<file path="config.mk">
export PLATFORM = sky130hd
export DESIGN_NAME = dtw_result_filter
export DESIGN_NICKNAME = d
export VERILOG_FILES = /design/src/rtl/dtw_pkg.sv /design/src/rtl/dtw_result_stats.sv /design/src/rtl/dtw_result_filter.sv
export SDC_FILE = /design/constraint.sdc
export NUM_CORES = 1
export LEC_CHECK = 0
export ABC_CLOCK_PERIOD_IN_PS = 2800
export CAP_MARGIN = 40
export CORE_ASPECT_RATIO = 1.2
export CORE_MARGIN = 4
export CORE_UTILIZATION = 56
export DETAILED_ROUTE_END_ITERATION = 16
export PLACE_DENSITY_LB_ADDON = 0.1
export SETUP_SLACK_MARGIN = 0.05
export SKIP_LAST_GASP = 1
export SLEW_MARGIN = 20
export SYNTH_ARGS = -nofsm -noshare
export SYNTH_HDL_FRONTEND = slang
export SYNTH_SLANG_ARGS = --single-unit
export TNS_END_PERCENT = 100
</file>
<file path="constraint.sdc">
create_clock -name clk -period 2.8 [get_ports clk]
set_input_delay 0.42 -clock clk [delete_from_list [all_inputs] [get_ports clk]]
set_output_delay 0.42 -clock clk [all_outputs]
set_load 0.005 [all_outputs]
</file>
<file path="src/rtl/dtw_pkg.sv">
// Shared types and constants for the DTW result path: FSM state encoding,
// record word indices and the accept-bit position in the stream word.
package dtw_pkg;

    typedef enum logic [2:0] {
        ST_IDLE,
        ST_RD_QID,
        ST_RD_POS,
        ST_RD_MIN,
        ST_EVAL,
        ST_TX_QID,
        ST_TX_POS,
        ST_TX_MIN
    } dtw_state_e;

    localparam logic [1:0] WORD_QID  = 2'd0;
    localparam logic [1:0] WORD_POS  = 2'd1;
    localparam logic [1:0] WORD_MIN  = 2'd2;
    localparam int unsigned REC_WORDS = 3;

    localparam int unsigned DTW_AXIS_WIDTH = 32;
    localparam int unsigned ACCEPT_BIT     = DTW_AXIS_WIDTH - 1;

    // Accept bit always sits in the MSB of the stream word.
    function automatic int unsigned accept_bit_pos(input int unsigned axis_w);
        return axis_w - 1;
    endfunction

endpackage

</file>
<file path="src/rtl/dtw_result_stats.sv">
// Saturating accept/reject counter pair with a synchronous clear that
// overrides any coincident increment.
module dtw_result_stats (
    input  logic        i_clk,
    input  logic        i_rst_n,
    input  logic        i_clr,
    input  logic        i_inc_acc,
    input  logic        i_inc_rej,
    output logic [31:0] o_n_accept,
    output logic [31:0] o_n_reject
);

    always_ff @(posedge i_clk or negedge i_rst_n) begin
        if (!i_rst_n) begin
            o_n_accept <= '0;
            o_n_reject <= '0;
        end else if (i_clr) begin
            o_n_accept <= '0;
            o_n_reject <= '0;
        end else begin
            if (i_inc_acc && (o_n_accept != 32'hFFFF_FFFF))
                o_n_accept <= o_n_accept + 32'd1;
            if (i_inc_rej && (o_n_reject != 32'hFFFF_FFFF))
                o_n_reject <= o_n_reject + 32'd1;
        end
    end

endmodule

</file>
<file path="src/rtl/dtw_result_filter.sv">
// Drains 3-word DTW result records from a FWFT FIFO, tags each with an accept
// bit against a threshold and forwards (or drops) it on AXI-Stream.
// Optional statistics counters are built when DTW_RESULT_STATS_EN is defined.
module dtw_result_filter
    import dtw_pkg::*;
#(
    parameter int WIDTH      = 16,
    parameter int AXIS_WIDTH = 32
) (
    input  logic                  clk,
    input  logic                  rst,
    input  logic [WIDTH-1:0]      threshold,
    input  logic                  drop_rejected,
    output logic                  busy,
    output logic                  fifo_rden,
    input  logic                  fifo_empty,
    input  logic [AXIS_WIDTH-1:0] fifo_data,
    output logic [AXIS_WIDTH-1:0] m_axis_tdata,
    output logic                  m_axis_tvalid,
    input  logic                  m_axis_tready,
    output logic                  m_axis_tlast
`ifdef DTW_RESULT_STATS_EN
    ,
    input  logic                  stats_clr,
    output logic [31:0]           n_accept,
    output logic [31:0]           n_reject
`endif
);

    localparam int unsigned ACC_BIT = accept_bit_pos(AXIS_WIDTH);

    dtw_state_e            r_state, w_next;
    logic [AXIS_WIDTH-1:0] r_qid, r_pos;
    logic [WIDTH-1:0]      r_min;
    logic                  r_accept;
    logic                  w_eval_acc;
    logic [1:0]            w_idx;
    logic [AXIS_WIDTH-1:0] w_min_word;

    assign w_eval_acc = (r_min <= threshold);

    // Word slot addressed by the current read or transmit state.
    always_comb begin
        w_idx = WORD_QID;
        case (r_state)
            ST_RD_POS, ST_TX_POS: w_idx = WORD_POS;
            ST_RD_MIN, ST_TX_MIN: w_idx = WORD_MIN;
            default:              w_idx = WORD_QID;
        endcase
    end

    always_comb begin
        w_min_word             = '0;
        w_min_word[WIDTH-1:0]  = r_min;
        w_min_word[ACC_BIT]    = r_accept;
    end

    always_comb begin
        w_next        = r_state;
        fifo_rden     = 1'b0;
        m_axis_tvalid = 1'b0;
        m_axis_tlast  = 1'b0;
        m_axis_tdata  = '0;
        busy          = 1'b1;
        case (r_state)
            ST_IDLE: begin
                busy   = 1'b0;
                w_next = ST_RD_QID;
            end
            ST_RD_QID: begin
                busy      = 1'b0;
                fifo_rden = !fifo_empty;
                if (!fifo_empty) w_next = ST_RD_POS;
            end
            ST_RD_POS: begin
                fifo_rden = !fifo_empty;
                if (!fifo_empty) w_next = ST_RD_MIN;
            end
            ST_RD_MIN: begin
                fifo_rden = !fifo_empty;
                if (!fifo_empty) w_next = ST_EVAL;
            end
            ST_EVAL: begin
                w_next = (!w_eval_acc && drop_rejected) ? ST_RD_QID : ST_TX_QID;
            end
            ST_TX_QID: begin
                m_axis_tvalid = 1'b1;
                m_axis_tdata  = r_qid;
                if (m_axis_tready) w_next = ST_TX_POS;
            end
            ST_TX_POS: begin
                m_axis_tvalid = 1'b1;
                m_axis_tdata  = r_pos;
                if (m_axis_tready) w_next = ST_TX_MIN;
            end
            ST_TX_MIN: begin
                m_axis_tvalid = 1'b1;
                m_axis_tlast  = 1'b1;
                m_axis_tdata  = w_min_word;
                if (m_axis_tready) w_next = ST_RD_QID;
            end
            default: w_next = ST_IDLE;
        endcase
    end

    always_ff @(posedge clk or negedge rst) begin
        if (!rst) begin
            r_state  <= ST_IDLE;
            r_qid    <= '0;
            r_pos    <= '0;
            r_min    <= '0;
            r_accept <= 1'b0;
        end else begin
            r_state <= w_next;
            if (fifo_rden) begin
                case (w_idx)
                    WORD_QID: r_qid <= fifo_data;
                    WORD_POS: r_pos <= fifo_data;
                    default:  r_min <= fifo_data[WIDTH-1:0];
                endcase
            end
            if (r_state == ST_EVAL) r_accept <= w_eval_acc;
        end
    end

`ifdef DTW_RESULT_STATS_EN
    logic w_inc_acc, w_inc_rej;
    assign w_inc_acc = (r_state == ST_EVAL) &&  w_eval_acc;
    assign w_inc_rej = (r_state == ST_EVAL) && !w_eval_acc;

    dtw_result_stats u_stats (
        .i_clk      (clk),
        .i_rst_n    (rst),
        .i_clr      (stats_clr),
        .i_inc_acc  (w_inc_acc),
        .i_inc_rej  (w_inc_rej),
        .o_n_accept (n_accept),
        .o_n_reject (n_reject)
    );
`endif

endmodule

</file>
Word-level counts from Yosys, hierarchy flattened:

Cells that the tools add are included.

* $lt $le $gt $ge: 1
* equal/unequal tests: 14
* multiplexer cells: 14
* bitwise operators: 1
* reduce and logical (&&, ||, !) cells: 15

Operator list (count)
* case mux 32 bit (3 select lines): 1
* case mux 3 bit (8 select lines): 1
* 2-to-1 mux 3 bit: 7
* less-or-equal comparator 16 bit: 1
* equality test 3 bit (second input constant): 4
* inequality test 2 bit (second input constant): 6
* OR reduction 2 bit: 4
* equality test 3 x 2 -> 1 bit (second input constant): 2
* AND reduction 2 bit: 3
* AND reduction 6 bit: 1
* OR reduction 3 bit: 2
* 2-to-1 mux 1 bit: 4
* case mux 2 bit (2 select lines): 1
* equality test 3 x 1 -> 1 bit (second input constant): 1
* logical NOT 3 bit: 1
* equality test 2 x 1 -> 1 bit (second input constant): 1
* logical NOT 1 bit: 2
* logical NOT 2 bit: 1
* logical AND 1 bit: 1
* inverter 1 bit: 1

* flip-flop bits (word level): 84
* input port bits: 53
* output and inout bits: 36

Depth between registers and ports, before layout:

Gate-level depths: netlist (run 1).

* word-level depth: 7
* depth in mapped cells: 7
* gate-level depth less buffers: 7

Worst setup path after synthesis (run 1):

Ideal clock, no wire load.

* path type: flip-flop to flip-flop
* start point: reg r_state[2]
* end point: reg r_qid[10]
* library setup time: 0.125 ns
* arrival time: 1.555 ns
* data required time: 2.675 ns
* setup slack: 1.120 ns
* stages on the path, launching flop included: 6
* clock period less this slack: 1.680 ns
* cell sequence: dfrtp_1 buf_2 or2_2 nor2_2 buf_6 mux2_2

* longest elaborated chain between the ends: 5
* elaborated cells on any way between the ends: 12
* classes of those cells: eq/ne: 5; mux: 2; reduce/logical: 5

RTL lines
* start: declaration: RTL line dtw_result_filter.sv:32 `dtw_state_e r_state, w_next;`
* start signal: assignment: RTL line dtw_result_filter.sv:114 `r_state <= w_next;`
* equality test 3 bit / equality test 3 x 2 -> 1 bit (equally long branches): RTL line dtw_result_filter.sv:45, dtw_result_filter.sv:65
* OR reduction 2 bit: RTL line dtw_result_filter.sv:45 `case (r_state)`
* case mux 2 bit (2 select lines): RTL line dtw_result_filter.sv:45
* logical NOT 2 bit: RTL line dtw_result_filter.sv:116 `case (w_idx)`
* AND reduction 2 bit (no line) (*)
* end signal: assignment: RTL line dtw_result_filter.sv:117 `WORD_QID: r_qid <= fifo_data;`
* end: declaration: RTL line dtw_result_filter.sv:33 `logic [AXIS_WIDTH-1:0] r_qid, r_pos;`

Mark *: on every way between the ends. The rest lies on a longest branch, timed or not.
A chain may end at the register's enable or synchronous reset.

Worst setup path after layout (run 1):

* start point: reg r_state[0]
* end point: out m_axis_tdata[29]

* longest elaborated chain between the ends: 2
* elaborated cells on any way between the ends: 4
* classes of those cells: eq/ne: 3; mux: 1

RTL lines
* equality test 3 bit: RTL line dtw_result_filter.sv:65 `case (r_state)`
* case mux 32 bit (3 select lines) (*): RTL line dtw_result_filter.sv:65
* end: declaration: RTL line dtw_result_filter.sv:18 `output logic [AXIS_WIDTH-1:0] m_axis_tdata,`

Marked as above.

==> results of run 1 <==
## layout by cell type, fill, tap and decap left out
| cell | Yosys | layout |
|---|---|---|
| a21oi_1 | 10 | 10 |
| dfrtp_2 | 0 | 1 |
| bufinv_16 | 0 | 2 |
| mux2i_1 | 1 | 1 |
| clkbuf_1 | 11 | 1 |
| a41oi_1 | 2 | 2 |
| nor3_1 | 1 | 1 |
| xnor2_1 | 1 | 1 |
| buf_4 | 1 | 13 |
| nor4_1 | 1 | 1 |
| a22oi_1 | 32 | 32 |
| and3_1 | 1 | 1 |
| mux2_2 | 92 | 92 |
| nand3_1 | 1 | 1 |
| inv_1 | 17 | 17 |
| nor2_4 | 0 | 1 |
| clkdlybuf4s50_1 | 0 | 87 |
| clkinv_2 | 0 | 2 |
| clkbuf_8 | 0 | 9 |
| o21a_1 | 1 | 1 |
| a221o_1 | 1 | 1 |
| nand2_1 | 13 | 13 |
| clkinvlp_4 | 0 | 1 |
| nor2_1 | 3 | 3 |
| buf_12 | 0 | 2 |
| nor2b_1 | 35 | 34 |
| mux2_1 | 4 | 4 |
| o21ai_0 | 5 | 5 |
| o221ai_1 | 1 | 1 |
| ha_1 | 16 | 16 |
| nor3b_2 | 0 | 1 |
| nor3b_4 | 1 | 1 |
| nand4_1 | 2 | 2 |
| nor2b_2 | 0 | 1 |
| or2_2 | 1 | 1 |
| nand2b_1 | 1 | 1 |
| dfrtp_1 | 84 | 83 |
## power by group through the flow
stage	Clock [µW]	Sequential, µW	Combinational (µW)
after floorplan	0	2090	1910
after global placement	0	2230	2730
after detailed placement	0	2260	2790
after CTS	930	2240	2810
after global routing	986	2320	3060
final	910	2250	2770
## cells by family (layout without fill, tap and decap cells)
group           Yosys count  after routing
buf+inv                  40            134
flops                    84             84
mux                      97             97
simple gates             62             62
compound gates           52             52
fa+ha+maj                16             16
xor+xnor                  1              1
## what timing repair did
item / 4_1_cts / 5_1_grt
resized for setup: 0 / 1
setup endpoints to repair: 0 / 20
hold endpoints to repair: 0 / 0
setup buffers: 0 / 0
## per-layer routing
metal  up-vias  GRT usage  wire length (µm)
met5         -          0                 0
met4         0     0.0788               198
met3        13     0.0436               502
met2        84      0.375              4910
met1      1539      0.290              4000
li1       1436          -                 -
## registers in the layout (all words and copies together), names as in the netlist
signal and count:
r_state 3, r_accept 1, r_pos 32, r_min 16, r_qid 32
## final cells by class
cell class,instances,area (µm²),share of cell area
clock inverters,5,77.6,0.0140
flip-flops and latches,84,2100,0.381
inverters,17,63.8,0.0116
multi-input cells,228,2030,0.368
repair buffers,102,1010,0.183
well taps,90,113,0.0204
clock buffers,10,128,0.0231
## through the flow
| stage | utilization | total power (µW) | cell area (µm²) | worst slack (ns) |
|---|---|---|---|---|
| floorplan | - | 4000 | 4320 | 1.12 |
| CTS | 0.746 | 5980 | 5520 | 0.135 |
| global route | 0.746 | 6370 | 5520 | 0.121 |
| detailed placement | 0.718 | 5050 | 5320 | 0.464 |
| global placement | 0.718 | 4960 | 5320 | 0.485 |
| finish | 0.746 | 5930 | 5520 | 0.256 |
## worst max-delay path by stage
stage | from | end | slack (ns) | cells past startpoint
final | r_state[0] | m_axis_tdata[29] | 0.26 | 5
after global routing | r_state[0] | m_axis_tdata[21] | 0.12 | 5
after CTS | r_state[0] | m_axis_tdata[29] | 0.14 | 5
after detailed placement | threshold[15] | r_accept | 0.46 | 7
after global placement | threshold[15] | r_accept | 0.49 | 7
after floorplan | r_state[2] | r_qid[10] | 1.12 | 5
## critical path: stages, from the launching register on
cell and delay, ns:
dfrtp_2 0.48, nor2b_2 0.20, buf_4 0.28, a22oi_1 0.15
nor2b_1 0.14, clkdlybuf4s50_1 0.51
==> reports/metrics.cfg, run 1 <==
[die]
dieArea_um2=9200
coreArea_um2=7400
row_count=34
die_w_um=88.2
die_h_um=104
io_pins=89
initial_utilization=0.584

[layout]
nets=511
layout.cells.non_filler=536
n_antenna_cell=0
nFillCells=527
drive_above_1_share=0.285
areaGrowthSynthToFinish_pct=27.7

[logic_synthesis]
netlist_top_cells_area=dfrtp_1, mux2_2, a22oi_1, nor2b_1, ha_1
syn_inst=352
ys_top_cells_by_count=mux2_2, dfrtp_1, nor2b_1, a22oi_1, inv_1
ys.flop_type=dfrtp_1
synth_compound_area_frac=0.0830
synth_top_family_by_area=multiplexers
synthArstFlopShare=1.00
synthMuxAreaShare=0.252
ys_ff_latch=84
synth-xor-area-share=0.00203
synth_top_cell_area_share=0.486
synth_simple_gate_area_frac=0.0830
syn_area_per_cell_um2=12.3
synth_most_common_cell=mux2_2
yosys_warnings=0
synthesis.nets=421
synthAdderAreaFrac=0.0463
synth.distinct_cells=32
synth_edf_count=0
seq_area_frac_synth=0.486
synth_area_um2=4320
synth_area_leader_cell=dfrtp_1

[global_routing]
grt_pass1_wl_um=16200
grt_max_degree=85
grt_pass1_vias=3303
grt-ovfl-total=0
track_usage=0.226
grt_antenna_before_repair=0

[sta]
fin_hold_ws_ns=0.0799
timing.final.crit_share=0.909
timing.clock.skew_ns=0.00435
final-setup-viol-count=0
slew_violations=0
slew_headroom=0.663
max_freq_mhz=393
hold_viol_final=0
min_period_ns=2.54
rsz0062_at_grt=no
worst_pin_slew_ns=0.506
setup_tns_ns=0

[drt]
first_iter_violations=134
dr_total_vias=3072
drt-wirelength-per-cell_um=17.9
firstDrtPassIters=4
ant_nets=0
drc=0
via_per_inst=5.73
wl_um=9620

[placement]
place_hpwl_um=6780
finalWeightedCongestion=0.775
io_buffers=88
dp.cells=521

[setup_path]
crit_arrival_ns=2.12
required_ns=2.38
end_kind=primary output
r2r_setup_slack_ns=0.72
reg2reg_to=r_qid[19]
r2r-start=r_state[2]
reg2reg_depth=5
startpoint_type=flop
path_class=reg2out
path_max_fanout=21

[power_and_ir_drop]
pwr-share-seq=0.379
power.internal_uw=3970
ir_worst_vdd_uv=636
power.density_nw_per_um2=1070
power.leakage_uw=0.00231
p_sw_frac=0.330
switching_power_uw=1960
power_frac_comb=0.468
p_clk_frac=0.153

[clock_network]
cts.path.max_buffers=2
cts_sinks=84
cts_tree=done
htreeDepth=3
cts-root-buf=clkbuf_8
holdBufCountCts=0
cts_buffers=9
cts.clk_slew.worst_paths_ns=0.08
worstSkewPairLatency_ns=0.35

[status]
status=complete, no violations

[min_path]
hp-class=in2async

[job]
max_cap_viol_count=0

Power figures use the tool's default switching activity.
==> run 2, diff against run 1 <==
--- a/config.mk
+++ b/config.mk
@@ -12,7 +12,7 @@
 export CORE_UTILIZATION = 56
 export DETAILED_ROUTE_END_ITERATION = 16
 export PLACE_DENSITY_LB_ADDON = 0.1
-export SETUP_SLACK_MARGIN = 0.05
+export SETUP_SLACK_MARGIN = 0.4
 export SKIP_LAST_GASP = 1
 export SLEW_MARGIN = 20
 export SYNTH_ARGS = -nofsm -noshare
==> run 2 against run 1 <==
Combinational power grew 6%; global-route usage grew 0.37 points; final cell count grew 1.1%; register-to-register slack gained 0.11 ns; flip-flop and latch count is the same; wire length grew 2.5%; core utilization grew 1.5 points; fmax grew 5.8%; total power grew 3.0%; largest power group unchanged.
==> reports/metrics.cfg, run 2 (synthesis gave the netlist of run 1 again) <==
[status]
status=complete, no violations

[setup_path]
cpLargestDelayFamily=buffers and inverters
crit_arrival_ns=1.98  ; -0.14 ns
path_class=reg2out
cp_cell_sequence=nor2b_4 > buf_6 > a22oi_1 > nor2b_1 > clkdlybuf4s50_1
end_kind=primary output
startpoint_type=flop
critPathMaxStageDelay_ns=0.52  ; about the same
required_ns=2.38  ; about the same
path_max_fanout=12  ; -43%
crit_slowest_cell=clkdlybuf4s50_1
worst-path-buf-inv=2  ; unchanged

[sta]
min_period_ns=2.40  ; -0.140 ns
slew_headroom=0.702  ; +0.0392
final-setup-viol-count=0  ; unchanged
setup_tns_ns=0  ; unchanged
slew_violations=0  ; unchanged
hold_viol_final=0  ; unchanged
setup_ws_ns=0.396  ; +0.140 ns
worst_pin_slew_ns=0.447  ; -0.0588 ns
timing.final.crit_share=0.859  ; -0.0499
fin_hold_ws_ns=0.0755  ; -0.00444 ns
rsz0062_at_grt=yes
max_freq_mhz=416  ; +5.8%
timing.clock.skew_ns=0.00474  ; +0.000396 ns

[clock_network]
holdBufCountCts=0  ; unchanged
worstSkewPairLatency_ns=0.35  ; about the same
cts-root-buf=clkbuf_8
cts_buffers=9  ; unchanged
cts_sinks=84  ; unchanged
cts.path.max_buffers=2  ; unchanged
cts.clk_slew.worst_paths_ns=0.08  ; about the same
htreeDepth=3  ; unchanged
cts_tree=done

[layout]
nFillCells=504  ; -4.4%
fin_area_um2=5640  ; +2.0%
register_area_um2=2110  ; +0.12%
final_cell_mix=mux2_2, dfrtp_1, clkdlybuf4s50_1
nets=517  ; +1.2%
drive_above_1_share=0.310  ; +0.0250
layout_commonest_cell=mux2_2
n_antenna_cell=0  ; unchanged
top_regs=r_pos (32), r_qid (32), r_min (16)
multiInputGateArea_um2=2060  ; +1.4%
areaGrowthSynthToFinish_pct=30.4
layout.cells.non_filler=542  ; +1.1%

[min_path]
hp-class=in2async

[global_routing]
grt_pass1_vias=3342  ; +1.2%
grt_max_degree=85  ; unchanged
grt_pass1_wl_um=16500  ; +1.4%
grt_antenna_before_repair=0  ; unchanged
track_usage=0.230  ; +0.00374
grt-ovfl-total=0  ; unchanged

[placement]
place_hpwl_um=6780  ; unchanged
place_ws_ns=0.464  ; unchanged
io_buffers=88  ; unchanged
finalWeightedCongestion=0.775  ; unchanged
dp.cells=521  ; unchanged
place_area_um2=5320  ; unchanged

[die]
die_w_um=88.2  ; unchanged
dieArea_um2=9200  ; unchanged
coreArea_um2=7400  ; unchanged
initial_utilization=0.584  ; unchanged
io_pins=89  ; unchanged
row_count=34  ; unchanged
die_h_um=104  ; unchanged

[drt]
drc=0  ; unchanged
drt-wirelength-per-cell_um=18.2  ; +1.3%
ant_nets=0  ; unchanged
firstDrtPassIters=4  ; unchanged
via_per_inst=5.69  ; -0.72%
first_iter_violations=142  ; +6.0%
wl_um=9850  ; +2.5%
dr_total_vias=3084  ; +0.39%

[power_and_ir_drop]
power.leakage_uw=0.00243  ; +5.2%
power.density_nw_per_um2=1080  ; +0.93%
ir_worst_vdd_uv=607  ; -4.6%

[job]
max_cap_viol_count=0  ; unchanged

## run 2: changes by cell type in the layout (fill, tap and decap cells not counted), sizes merged
cell,before,now
clkdlybuf4s50,87,80
buf,15,21
dlymetal6s2s,0,4
dlygate4sd2,0,3
## run 2: path summary, 6_finish.rpt
kind,startpoint,to,slack (ns),depth (start not counted)
setup reg to reg,r_state[2],r_qid[17],0.83,5
setup / recovery,r_state[0],m_axis_tdata[7],0.40,5
max in group asynchronous,rst,r_state[1],2.34,2
hold / removal,rst,r_min[8],0.08,2
hold reg to reg,r_pos[6],r_pos[6],0.49,1
min in group clk,r_pos[6],r_pos[6],0.49,1
## run 2: layout make-up
cell class	count	area share
Clock buffer	10	0.0226
Clock inverter	5	0.0138
Multi-Input combinational cell	228	0.365
Sequential cell	84	0.374
Tap cell	90	0.0200
Timing Repair Buffer	108	0.194
Inverter	17	0.0113
## run 2: what timing repair did
item,in CTS,in global routing
endpoints found under the setup margin,34,32
cloned,0,0
resized for setup,14,10
buffers inserted,3,3
## run 2: layer usage
layer,vias up,global-route usage,part of all wire
li1,1445,-,-
met1,1556,0.287,0.42
met2,71,0.391,0.52
met3,12,0.0436,0.046
met4,0,0.0788,0.020
met5,-,0,0
## run 2: power by group
part / internal (µW) / switching (µW) / total, µW
Combinational: 1750 / 1210 / 2950
Sequential: 1840 / 403 / 2240
Clock: 495 / 421 / 916
## run 2: metrics by stage
stage	power [µW]	util
floorplan	4000	-
global placement	4960	0.718
detailed placement	5050	0.718
CTS	6060	0.754
global route	6540	0.761
finish	6110	0.761
